[src/rtl/pipe_ctrl_pkg.sv]
// Shared types and helpers for the pipeline sequencing controller.
// The load-use comparator and the top-level controller both import this package.
package pipe_ctrl_pkg;

  typedef enum logic [0:0] {
    RUN     = 1'b0,
    MEMWAIT = 1'b1
  } pipe_state_t;

  localparam int REG_W  = 4;
  localparam int WAIT_W = 8;

  function automatic logic reg_match(
    input logic [REG_W-1:0] src,
    input logic [REG_W-1:0] dest,
    input logic             src_used
  );
    return src_used && (src == dest);
  endfunction

endpackage

[src/rtl/pipe_hazard_ctrl_load_use.sv]
// Load-use hazard comparator: a load in EX whose destination feeds a source
// operand of the instruction in ID. Register r0 is compared like any other.
module load_use_detect
  import pipe_ctrl_pkg::*;
(
  input  logic [REG_W-1:0] id_r2,
  input  logic [REG_W-1:0] id_r3,
  input  logic             id_use_r2,
  input  logic             id_use_r3,
  input  logic             ex_rmem,
  input  logic [REG_W-1:0] ex_dest,
  output logic             hazard
);

  assign hazard = ex_rmem && (reg_match(id_r2, ex_dest, id_use_r2) ||
                              reg_match(id_r3, ex_dest, id_use_r3));

endmodule

[src/rtl/pipe_hazard_ctrl.sv]
// Pipeline sequencing controller: memory-wait freeze with timeout, MEM-stage
// redirect flushes, load-use bubbles, and saturating stall/flush counters.
module pipe_hazard_ctrl
  import pipe_ctrl_pkg::*;
#(
  parameter int MEM_TIMEOUT = 16,
  parameter int CNT_W       = 16
) (
  input  logic             clk,
  input  logic             rst,
  input  logic [REG_W-1:0] id_r2,
  input  logic [REG_W-1:0] id_r3,
  input  logic             id_use_r2,
  input  logic             id_use_r3,
  input  logic             ex_rmem,
  input  logic [REG_W-1:0] ex_dest,
  input  logic             mem_wmem,
  input  logic             mem_rmem,
  input  logic             mem_wpc,
  input  logic             mem_ack,
  output logic             pc_en,
  output logic             ifid_en,
  output logic             idex_en,
  output logic             exmem_en,
  output logic             memwb_en,
  output logic             ifid_flush,
  output logic             idex_flush,
  output logic             exmem_flush,
  output logic             mem_req,
  output logic             mem_err,
  output logic             busy,
  output logic [CNT_W-1:0] stall_cnt,
  output logic [CNT_W-1:0] flush_cnt
);

  localparam logic [WAIT_W-1:0] WAIT_LAST = WAIT_W'(MEM_TIMEOUT - 1);

  pipe_state_t       state_q, state_d;
  logic [WAIT_W-1:0] wait_cnt_q, wait_cnt_d;
  logic              err_q, err_d;
  logic [CNT_W-1:0]  stall_cnt_q, stall_cnt_d;
  logic [CNT_W-1:0]  flush_cnt_q, flush_cnt_d;

  logic mem_acc;
  logic hazard;
  logic freeze;
  logic stall_inc;
  logic flush_inc;

  function automatic logic [CNT_W-1:0] sat_inc(input logic [CNT_W-1:0] v);
    return (&v) ? v : v + 1'b1;
  endfunction

  load_use_detect u_load_use (
    .id_r2     (id_r2),
    .id_r3     (id_r3),
    .id_use_r2 (id_use_r2),
    .id_use_r3 (id_use_r3),
    .ex_rmem   (ex_rmem),
    .ex_dest   (ex_dest),
    .hazard    (hazard)
  );

  assign mem_acc = mem_wmem | mem_rmem;

  always_comb begin
    pc_en       = 1'b1;
    ifid_en     = 1'b1;
    idex_en     = 1'b1;
    exmem_en    = 1'b1;
    memwb_en    = 1'b1;
    ifid_flush  = 1'b0;
    idex_flush  = 1'b0;
    exmem_flush = 1'b0;
    mem_req     = 1'b0;
    busy        = 1'b0;
    freeze      = 1'b0;
    stall_inc   = 1'b0;
    flush_inc   = 1'b0;
    state_d     = state_q;
    wait_cnt_d  = wait_cnt_q;
    err_d       = err_q;

    if (state_q == RUN) begin
      mem_req = mem_acc;
      freeze  = mem_acc && !mem_ack;
    end else begin
      mem_req = 1'b1;
      busy    = 1'b1;
      freeze  = !(mem_ack || (wait_cnt_q == WAIT_LAST));
    end

    if (freeze) begin
      pc_en     = 1'b0;
      ifid_en   = 1'b0;
      idex_en   = 1'b0;
      exmem_en  = 1'b0;
      memwb_en  = 1'b0;
      stall_inc = 1'b1;
      if (state_q == RUN) begin
        state_d    = MEMWAIT;
        wait_cnt_d = '0;
      end else begin
        wait_cnt_d = wait_cnt_q + 1'b1;
      end
    end else begin
      if (state_q == MEMWAIT) begin
        state_d    = RUN;
        wait_cnt_d = '0;
        // Releasing without an ack means the wait budget ran out.
        if (!mem_ack) err_d = 1'b1;
      end
      if (mem_wpc) begin
        ifid_flush  = 1'b1;
        idex_flush  = 1'b1;
        exmem_flush = 1'b1;
        flush_inc   = 1'b1;
      end else if (hazard) begin
        pc_en      = 1'b0;
        ifid_en    = 1'b0;
        idex_flush = 1'b1;
        stall_inc  = 1'b1;
      end
    end

    stall_cnt_d = stall_inc ? sat_inc(stall_cnt_q) : stall_cnt_q;
    flush_cnt_d = flush_inc ? sat_inc(flush_cnt_q) : flush_cnt_q;
  end

  always_ff @(posedge clk) begin
    if (rst) begin
      state_q     <= RUN;
      wait_cnt_q  <= '0;
      err_q       <= 1'b0;
      stall_cnt_q <= '0;
      flush_cnt_q <= '0;
    end else begin
      state_q     <= state_d;
      wait_cnt_q  <= wait_cnt_d;
      err_q       <= err_d;
      stall_cnt_q <= stall_cnt_d;
      flush_cnt_q <= flush_cnt_d;
    end
  end

  assign mem_err   = err_q;
  assign stall_cnt = stall_cnt_q;
  assign flush_cnt = flush_cnt_q;

endmodule

[config.mk]
export PLATFORM = sky130hd
export DESIGN_NAME = pipe_hazard_ctrl
export DESIGN_NICKNAME = d
export VERILOG_FILES = /design/src/rtl/pipe_ctrl_pkg.sv /design/src/rtl/pipe_hazard_ctrl_load_use.sv /design/src/rtl/pipe_hazard_ctrl.sv
export SDC_FILE = /design/constraint.sdc
export NUM_CORES = 1
export LEC_CHECK = 0
export CAP_MARGIN = 30
export CORE_MARGIN = 5
export CORE_UTILIZATION = 51
export CTS_CLUSTER_SIZE = 12
export DETAILED_ROUTE_END_ITERATION = 8
export HOLD_SLACK_MARGIN = 0.05
export PLACE_DENSITY = 0.83
export SLEW_MARGIN = 20
export SYNTH_ARGS = -nofsm -noshare
export SYNTH_HDL_FRONTEND = slang
export SYNTH_HIERARCHICAL = 1
export SYNTH_SLANG_ARGS = --single-unit
[constraint.sdc]
create_clock -name clk -period 5 [get_ports clk]
set_clock_uncertainty 0.1 [all_clocks]
set_input_delay 1 -clock clk [delete_from_list [all_inputs] [get_ports clk]]
set_output_delay 1 -clock clk [all_outputs]
set_load 0.01 [all_outputs]
# Word-level counts from Yosys, hierarchy flattened
# Index checks and enable logic that the tools add are counted.
[word_totals]
ff_bits = 42
in_bits = 21
[classes]
add_sub_neg = 3
n_eq_ne = 3
muxes = 18
bitwise = 5
reduce_logical = 14
[ops]
columns = ["operator", "count"]
rows = [
  ["$add A16 B1 Y16 const B", 2],
  ["$reduce_and A16 Y1", 2],
  ["$mux W8", 3],
  ["$mux W1", 15],
  ["$add A8 B1 Y8 const B", 1],
  ["$eq A4 B4 Y1", 2],
  ["$eq A8 B4 Y1 const B", 1],
  ["$logic_and A1 B1 Y1", 4],
  ["$not A1 Y1", 4],
  ["$reduce_and A2 Y1", 2],
  ["$reduce_and A3 Y1", 1],
  ["$logic_not A1 Y1", 2],
  ["$logic_or A1 B1 Y1", 2],
  ["$reduce_bool A2 Y1", 1],
  ["$or A1 B1 Y1", 1],
]

# Depth between registers and ports, before layout
# Gate-level depths: netlist of the first run.
[depth]
ltp_word = 8
ltp_mapped = 9

# Cells and area by module
# Netlist of the first run, hierarchy kept.
[modules_own_cells]
columns = ["module", "instances", "cells_per_inst", "area_per_inst_um2", "seq_area_each_um2"]
rows = [
  ["pipe_hazard_ctrl", 1, 250, 2149.6, 840.8],
  ["load_use_detect", 1, 12, 102.6, 0.0],
]

# Least setup slack after synthesis of the first run
# OpenSTA, ideal clock, no wires.
[synth_path]
path_kind = "input -> output"
from = "input port mem_rmem"
to = "output port pc_en"
arrival_time_ns = 2.176
required_ns = 3.900
setup_slack_ns = 1.724
cell_stages = 5
n_path_buf = 2
cell_sequence = "or3_1 > o311a_1 > buf_6 > nor2_1 > buf_4"
[synth_between]
elab_chain_cells = 4
[synth_rtl]
columns = ["element", "line", "text"]
rows = [
  ["from (decl)", "pipe_hazard_ctrl.sv:18", "input logic mem_rmem,"],
  ["$or A1 B1 Y1", "pipe_hazard_ctrl.sv:64", "assign mem_acc = mem_wmem | mem_rmem;"],
  ["$logic_and A1 B1 Y1", "pipe_hazard_ctrl.sv:86", "freeze = mem_acc && !mem_ack;"],
  ["$mux W1", "pipe_hazard_ctrl.sv:84", "if (state_q == RUN) begin"],
  ["$mux W1", "-", ""],
  ["to (decl)", "pipe_hazard_ctrl.sv:21", "output logic pc_en,"],
]
# Every way passes these cells.

# Worst setup path after layout of the first run
[layout_path]
from = "input port ex_dest[1]"
to = "output port pc_en"
[layout_between]
elab_chain_cells = 7
[layout_rtl]
columns = ["element", "line", "text"]
rows = [
  ["from (decl)", "pipe_hazard_ctrl.sv:16", "input logic [REG_W-1:0] ex_dest,"],
  ["$eq A4 B4 Y1", "pipe_ctrl_pkg.sv:18", "return src_used && (src == dest);"],
  ["$logic_and A1 B1 Y1", "pipe_ctrl_pkg.sv:18", ""],
  ["$logic_or A1 B1 Y1 *", "pipe_hazard_ctrl_load_use.sv:15", "assign hazard = ex_rmem && (reg_match(id_r2, ex_dest, id_use_r2) ||"],
  ["$logic_and A1 B1 Y1 *", "pipe_hazard_ctrl_load_use.sv:15", ""],
  ["via hazard", "pipe_hazard_ctrl.sv:45", "logic hazard;"],
  ["$mux W1 *", "pipe_hazard_ctrl.sv:118", "end else if (hazard) begin"],
  ["$mux W1 *", "pipe_hazard_ctrl.sv:113", "if (mem_wpc) begin"],
  ["$mux W1 *", "pipe_hazard_ctrl.sv:93", "if (freeze) begin"],
]
# The timed path passes the listed nets; every way through them passes the cells marked *.

==> results_dict.tcl, run 1 <==
set metrics [dict create \
    status "completed" \
    synthToLayoutAreaGrowth_pct 31.39 \
    dpl.hpwl_mm 3.899 \
    critical-path-slowest-cell "clkdlybuf4s50_1" \
    dieArea_um2 5845 \
    cp_num_buf_inv 2 \
    hp-class "reg -> reg" \
    ys_ff_latch 42 \
    period_share_pct 83.83 \
    tns_ns 0 \
    maxSlewHeadroom_pct 41.09 \
    wl_per_cell_um 14.47 \
    vdd_drop_max_mv 0.1509 \
    grt_max_degree 26 \
    synth_flop_cell "dfxtp_1" \
    rsz0062_at_grt "false" \
    worst-slew-pin-transition_ns 0.8809 \
    grt_usage_pct 18.62 \
    port_buffers 63 \
    fmax_mhz 238.6 \
    grt_use_met1_pct 24.33 \
    hold-worst-slack_ns 0.3683 \
    antenna_cells 0 \
    vias 2193 \
    grt_util_met3_pct 4.492 \
    htreeDepth 2 \
    hold_viol_final 0 \
    cts_setup_buffers 0 \
    fp.dieH_um 76.45 \
    cts_hold_buf 0 \
    synth_fp_nets 286 \
    p_comb_share_pct 12.8 \
    clk_path_buf_depth 2 \
    placed_cell_area_um2 2883 \
    end_kind "primary output" \
    power_switching_uw 153.1 \
    antenna_found_initial 0 \
    syn_area_um2 2252 \
    start_kind "input port" \
    final_cell_mix "63 x clkdlybuf4s50_1, 42 x dfxtp_1, 24 x nor2_1, 18 x nand3_1, 18 x a21oi_1" \
    cp_max_fo 4 \
    clkPwrFrac_pct 32.4 \
    clock_sinks 42 \
    cp.arrival_ns 3.09 \
    cts-resized-gates 0 \
    p_total_uw 629.0 \
    setup-violations-final 0 \
    layout.cells.non_filler 372 \
    dr.pass1.iters 4 \
    overflow 0 \
    num_rows 24 \
    maxCapViolCount 0 \
    cts_tree "done" \
    ant_nets 0 \
    criticalPathCategory "in -> out" \
    drtIter0Drc 130 \
    grt_first_pass_wirelength_mm 9.190 \
    synth_cells 262 \
    path_cells "clkdlybuf4s50_1 -> xor2_1 -> nor3_1 -> nand4_1 -> o41ai_2 -> nor2b_1 -> nor2_1 -> clkdlybuf4s50_1" \
    final_area_um2 2959 \
    cpLargestDelayFamily "buffers and inverters" \
    p_sw_share_pct 24.34 \
    yosysWarnings 6 \
    min_period_ns 4.192 \
    use_met2_pct 29.37 \
    p_per_area_nw_per_um2 212.6 \
    die_width_um 76.45 \
    finalMaxSlewViolations 0 \
    seqPwrFrac_pct 54.7 \
    leakagePower_nw 1.003 \
    cpPeakStageDelay_ns 0.52 \
    synth_edf_count 0 \
    dp_cells 365 \
    cts_root_buffer "clkbuf_8" \
    wl_mm 5.382 \
    cts-buffers-inserted 5 \
    async_flop_share_pct 0 \
    start_util_pct 52.08 \
    via_per_inst 5.895 \
    drc 0 \
    clkTransAtPathRegs_ns 0.08 \
    clkLatencyLatePin_ns 0.29 \
    power.internal_uw 475.9 \
    final_common_cell "clkdlybuf4s50_1" \
    grt_busiest_layer "met2" \
    syn_area_per_cell_um2 8.596 \
    crit_required_ns 3.90 \
    synth.distinct_cells 45 \
    first_global_vias 2019 \
    drive_above_1_share_pct 4.688 \
    place_congestion 0.7743 \
    core_area_um2 4324 \
    cp_common_cell "clkdlybuf4s50_1" \
    pin_count 64 \
    final_net_count 344 \
    ys_seq_area_share_pct 37.33 \
]
cell type report:
type                    instances  area, um2
clock buffers                   7      76.32
fillers                       383       1365
inverters                       7      38.79
multi-input cells             199       1295
flip-flops and latches         42      840.8
well taps                      52      65.06
repair buffers                 65      643.1
per-stage QoR:
step / util (%) / setup WS, ns
2_1_floorplan: - / 1.724
3_3_place_gp: 66.55 / 0.8895
3_5_place_dp: 66.67 / 0.8278
4_1_cts: 68.43 / 0.8256
5_1_grt: 68.43 / 0.7097
6_report: 68.43 / 0.8083
layer usage:
| metal | up-vias | share of wire, % | wire length (um) |
|---|---|---|---|
| met1 | 1033 | 47 | 2549 |
| met3 | 5 | 5.2 | 279 |
| met4 | 0 | 1.5 | 82 |
| met2 | 60 | 46 | 2470 |
| li1 | 1095 | - | - |
| met5 | - | 0 | 0 |
power by group through the flow:
stage          Sequential (mW)  Clock, mW  Combinational, mW
6_report                 0.344      0.204             0.0808
5_1_grt                  0.345      0.227             0.0882
4_1_cts                  0.344      0.211             0.0815
3_5_place_dp             0.352          0             0.0812
3_3_place_gp             0.352          0             0.0796
2_1_floorplan            0.353          0             0.0423
worst min-delay path: stages, from the launching register on:
cell     delay [ns]
dfxtp_1        0.33
a31oi_1        0.04
nor2_1         0.07
cell usage after synthesis (all sizes together), types with 3 or more instances:
cell     n  area [um2]
ha       3       37.54
clkbuf   6       22.52
dfxtp   42       840.8
o211ai   6       63.81
o21ai    6       30.03
o31ai    7       52.55
inv      6       22.52
mux2i    3       30.03
nor2    24       90.09
nand4   11       68.82
a311oi   5       43.79
nand2b   3       18.77
buf      8       55.05
xnor2    6       52.55
and2     3       18.77
nor3     8       40.04
and3     9       56.30
nor4     6       37.54
a21oi   18       90.09
nand3   18       90.09
xor2    15       131.4
or3      7       43.79
and4     5       43.79
nand2   11       41.29
or4      8       63.81
sequential cells by signal, indices dropped and copies added (netlist names):
register and cells:
state_q 1, wait_cnt_q 8, flush_cnt 16, stall_cnt 16
mem_err 1
cell families (layout without fill, tap and decap cells):
logic type               count (synthesis)  in the layout  share of synthesized area [%]
AO/OA/AOI/OAI                           55             55                          17.78
flip-flops                              42             42                          37.33
multiplexers                             4              4                          1.833
adder cells (fa/ha/maj)                  3              3                          1.667
buffers and inverters                   21             79                          5.167
AND/OR/NAND/NOR                        116            116                          28.06
XOR/XNOR                                21             21                          8.167
final timing paths:
path         cells past startpoint                       start                         end  slack, ns
max                              8                  ex_dest[1]                       pc_en       0.81
min                              2        mem_err$_SDFFE_PP0P_        mem_err$_SDFFE_PP0P_       0.37
max reg2reg                      5  wait_cnt_q[4]$_SDFFE_PP0P_  stall_cnt[13]$_SDFFE_PP0P_       2.35
min reg2reg                      2        mem_err$_SDFFE_PP0P_        mem_err$_SDFFE_PP0P_       0.37
Note: power is estimated with default switching activity, not from simulation.
==> run 2, diff against run 1 <==
- CORE_UTILIZATION: 51 -> 43
- PLACE_DENSITY: 0.83 -> 0.74
- clock period: 5 -> 3.52 ns (I/O delays scaled with it)
==> results_dict.tcl, run 2 (same netlist as run 1, synthesis figures left out) <==
set metrics [dict create \
    status "completed" \
    clkPwrFrac_pct 34.7 \
    cp_max_fo 11 \
    finalMaxSlewViolations 0 \
    end_kind "primary output" \
    p_per_area_nw_per_um2 307.6 \
    pin_count 64 \
    antenna_found_initial 0 \
    drtIter0Drc 138 \
    maxCapViolCount 0 \
    multi_input_area_um2 1297 \
    crit_required_ns 2.72 \
    start_util_pct 44.10 \
    cp.arrival_ns 2.58 \
    setup_slack_ns 0.1402 \
    drc 0 \
    synthToLayoutAreaGrowth_pct 35.11 \
    clock_sinks 42 \
    min_period_ns 3.380 \
    worst-slew-pin-transition_ns 0.5471 \
    start_kind "input port" \
    leakagePower_nw 1.037 \
    cts-buffers-inserted 5 \
    overflow 0 \
    cts_tree "done" \
    seqPwrFrac_pct 52.2 \
    clk_path_buf_depth 2 \
    cts_root_buffer "clkbuf_8" \
    place_congestion 0.8226 \
    criticalPathCategory "in -> out" \
    num_rows 26 \
    cts_hold_buf 0 \
    wl_mm 5.864 \
    period_share_pct 96.02 \
    p_sw_share_pct 25.10 \
    setup-violations-final 0 \
    via_per_inst 5.679 \
    htreeDepth 2 \
    drive_above_1_share_pct 7.362 \
    rsz0062_at_grt "false" \
    regArea_um2 840.8 \
    hold-worst-slack_ns 0.3821 \
    ant_nets 0 \
    vdd_drop_max_mv 0.1847 \
    final_net_count 349 \
    fmax_mhz 295.9 \
    tns_ns 0 \
    maxSlewHeadroom_pct 63.53 \
    p_total_uw 936.1 \
    die_width_um 82.37 \
    dieArea_um2 6785 \
    port_buffers 63 \
    fillers 485 \
    antenna_cells 0 \
    fp.dieH_um 82.37 \
    hold_viol_final 0 \
    dr.pass1.iters 4 \
    hp-class "reg -> reg" \
    power.internal_uw 701.1 \
    p_comb_share_pct 13.0 \
    first_global_vias 2107 \
    final_common_cell "clkdlybuf4s50_1" \
    clkTransAtPathRegs_ns 0.08 \
    power_switching_uw 235.0 \
    clkLatencyLatePin_ns 0.30 \
    core_area_um2 5107 \
    vias 2249 \
    grt_first_pass_wirelength_mm 9.742 \
    wl_per_cell_um 14.81 \
    final_cell_mix "63 x clkdlybuf4s50_1, 42 x dfxtp_1, 23 x nor2_1, 18 x nand3_1, 18 x a21oi_1" \
    grt_usage_pct 18.26 \
    pre_cts_ws_ns 0.09487 \
    dpl.hpwl_mm 4.334 \
    grt_max_degree 25 \
]
run 2: stage by stage:
step / instance area, um2 / std cells / utilization, %
floorplan: 2252 / 262 / -
global placement: 2945 / 388 / 57.67
detailed placement: 2945 / 388 / 57.67
CTS: 3040 / 396 / 59.53
global route: 3043 / 396 / 59.58
finish: 3043 / 396 / 59.58
run 2: per-layer routing:
| metal | track usage (%) | vias to the layer above | routed length (um) |
|---|---|---|---|
| met3 | 4.230 | 2 | 409 |
| met5 | 0 | - | 0 |
| li1 | - | 1109 | - |
| met2 | 30.77 | 70 | 2749 |
| met4 | 6.478 | 0 | 48 |
| met1 | 22.65 | 1068 | 2657 |
run 2: final timing paths:
check,start,end,slack [ns],depth (start not counted)
min,mem_err$_SDFFE_PP0P_,mem_err$_SDFFE_PP0P_,0.38,2
max,mem_rmem,exmem_flush,0.14,6
min reg2reg,mem_err$_SDFFE_PP0P_,mem_err$_SDFFE_PP0P_,0.38,2
max reg2reg,wait_cnt_q[4]$_SDFFE_PP0P_,stall_cnt[1]$_SDFFE_PP0P_,0.76,7
run 2: worst max-delay path, cell delays in order:
cell             delay [ns]
clkdlybuf4s50_1        0.39
or3_1                  0.41
o311a_1                0.25
clkinv_8               0.12
and2_1                 0.15
clkdlybuf4s50_1        0.54
run 2: power by group through the flow:
stage	Sequential, mW	Combinational (mW)	Clock (mW)
CTS	0.489	0.123	0.336
global route	0.490	0.132	0.360
detailed placement	0.500	0.123	0
floorplan	0.501	0.0601	0
global placement	0.500	0.120	0
finish	0.489	0.122	0.325
run 2: final cells by class:
type                    count  share of cell area, %
multi-input cells         199                  42.64
flip-flops and latches     42                  27.63
repair buffers             70                  22.45
well taps                  70                  2.878
clock buffers               6                  2.714
inverters                   7                  1.275
clock inverters             2                 0.4112
run 2: repair_timing:
action | CTS | global route
setup buffers | 0 | 0
setup endpoints to repair | 0 | 2
gates resized for setup | 0 | 1
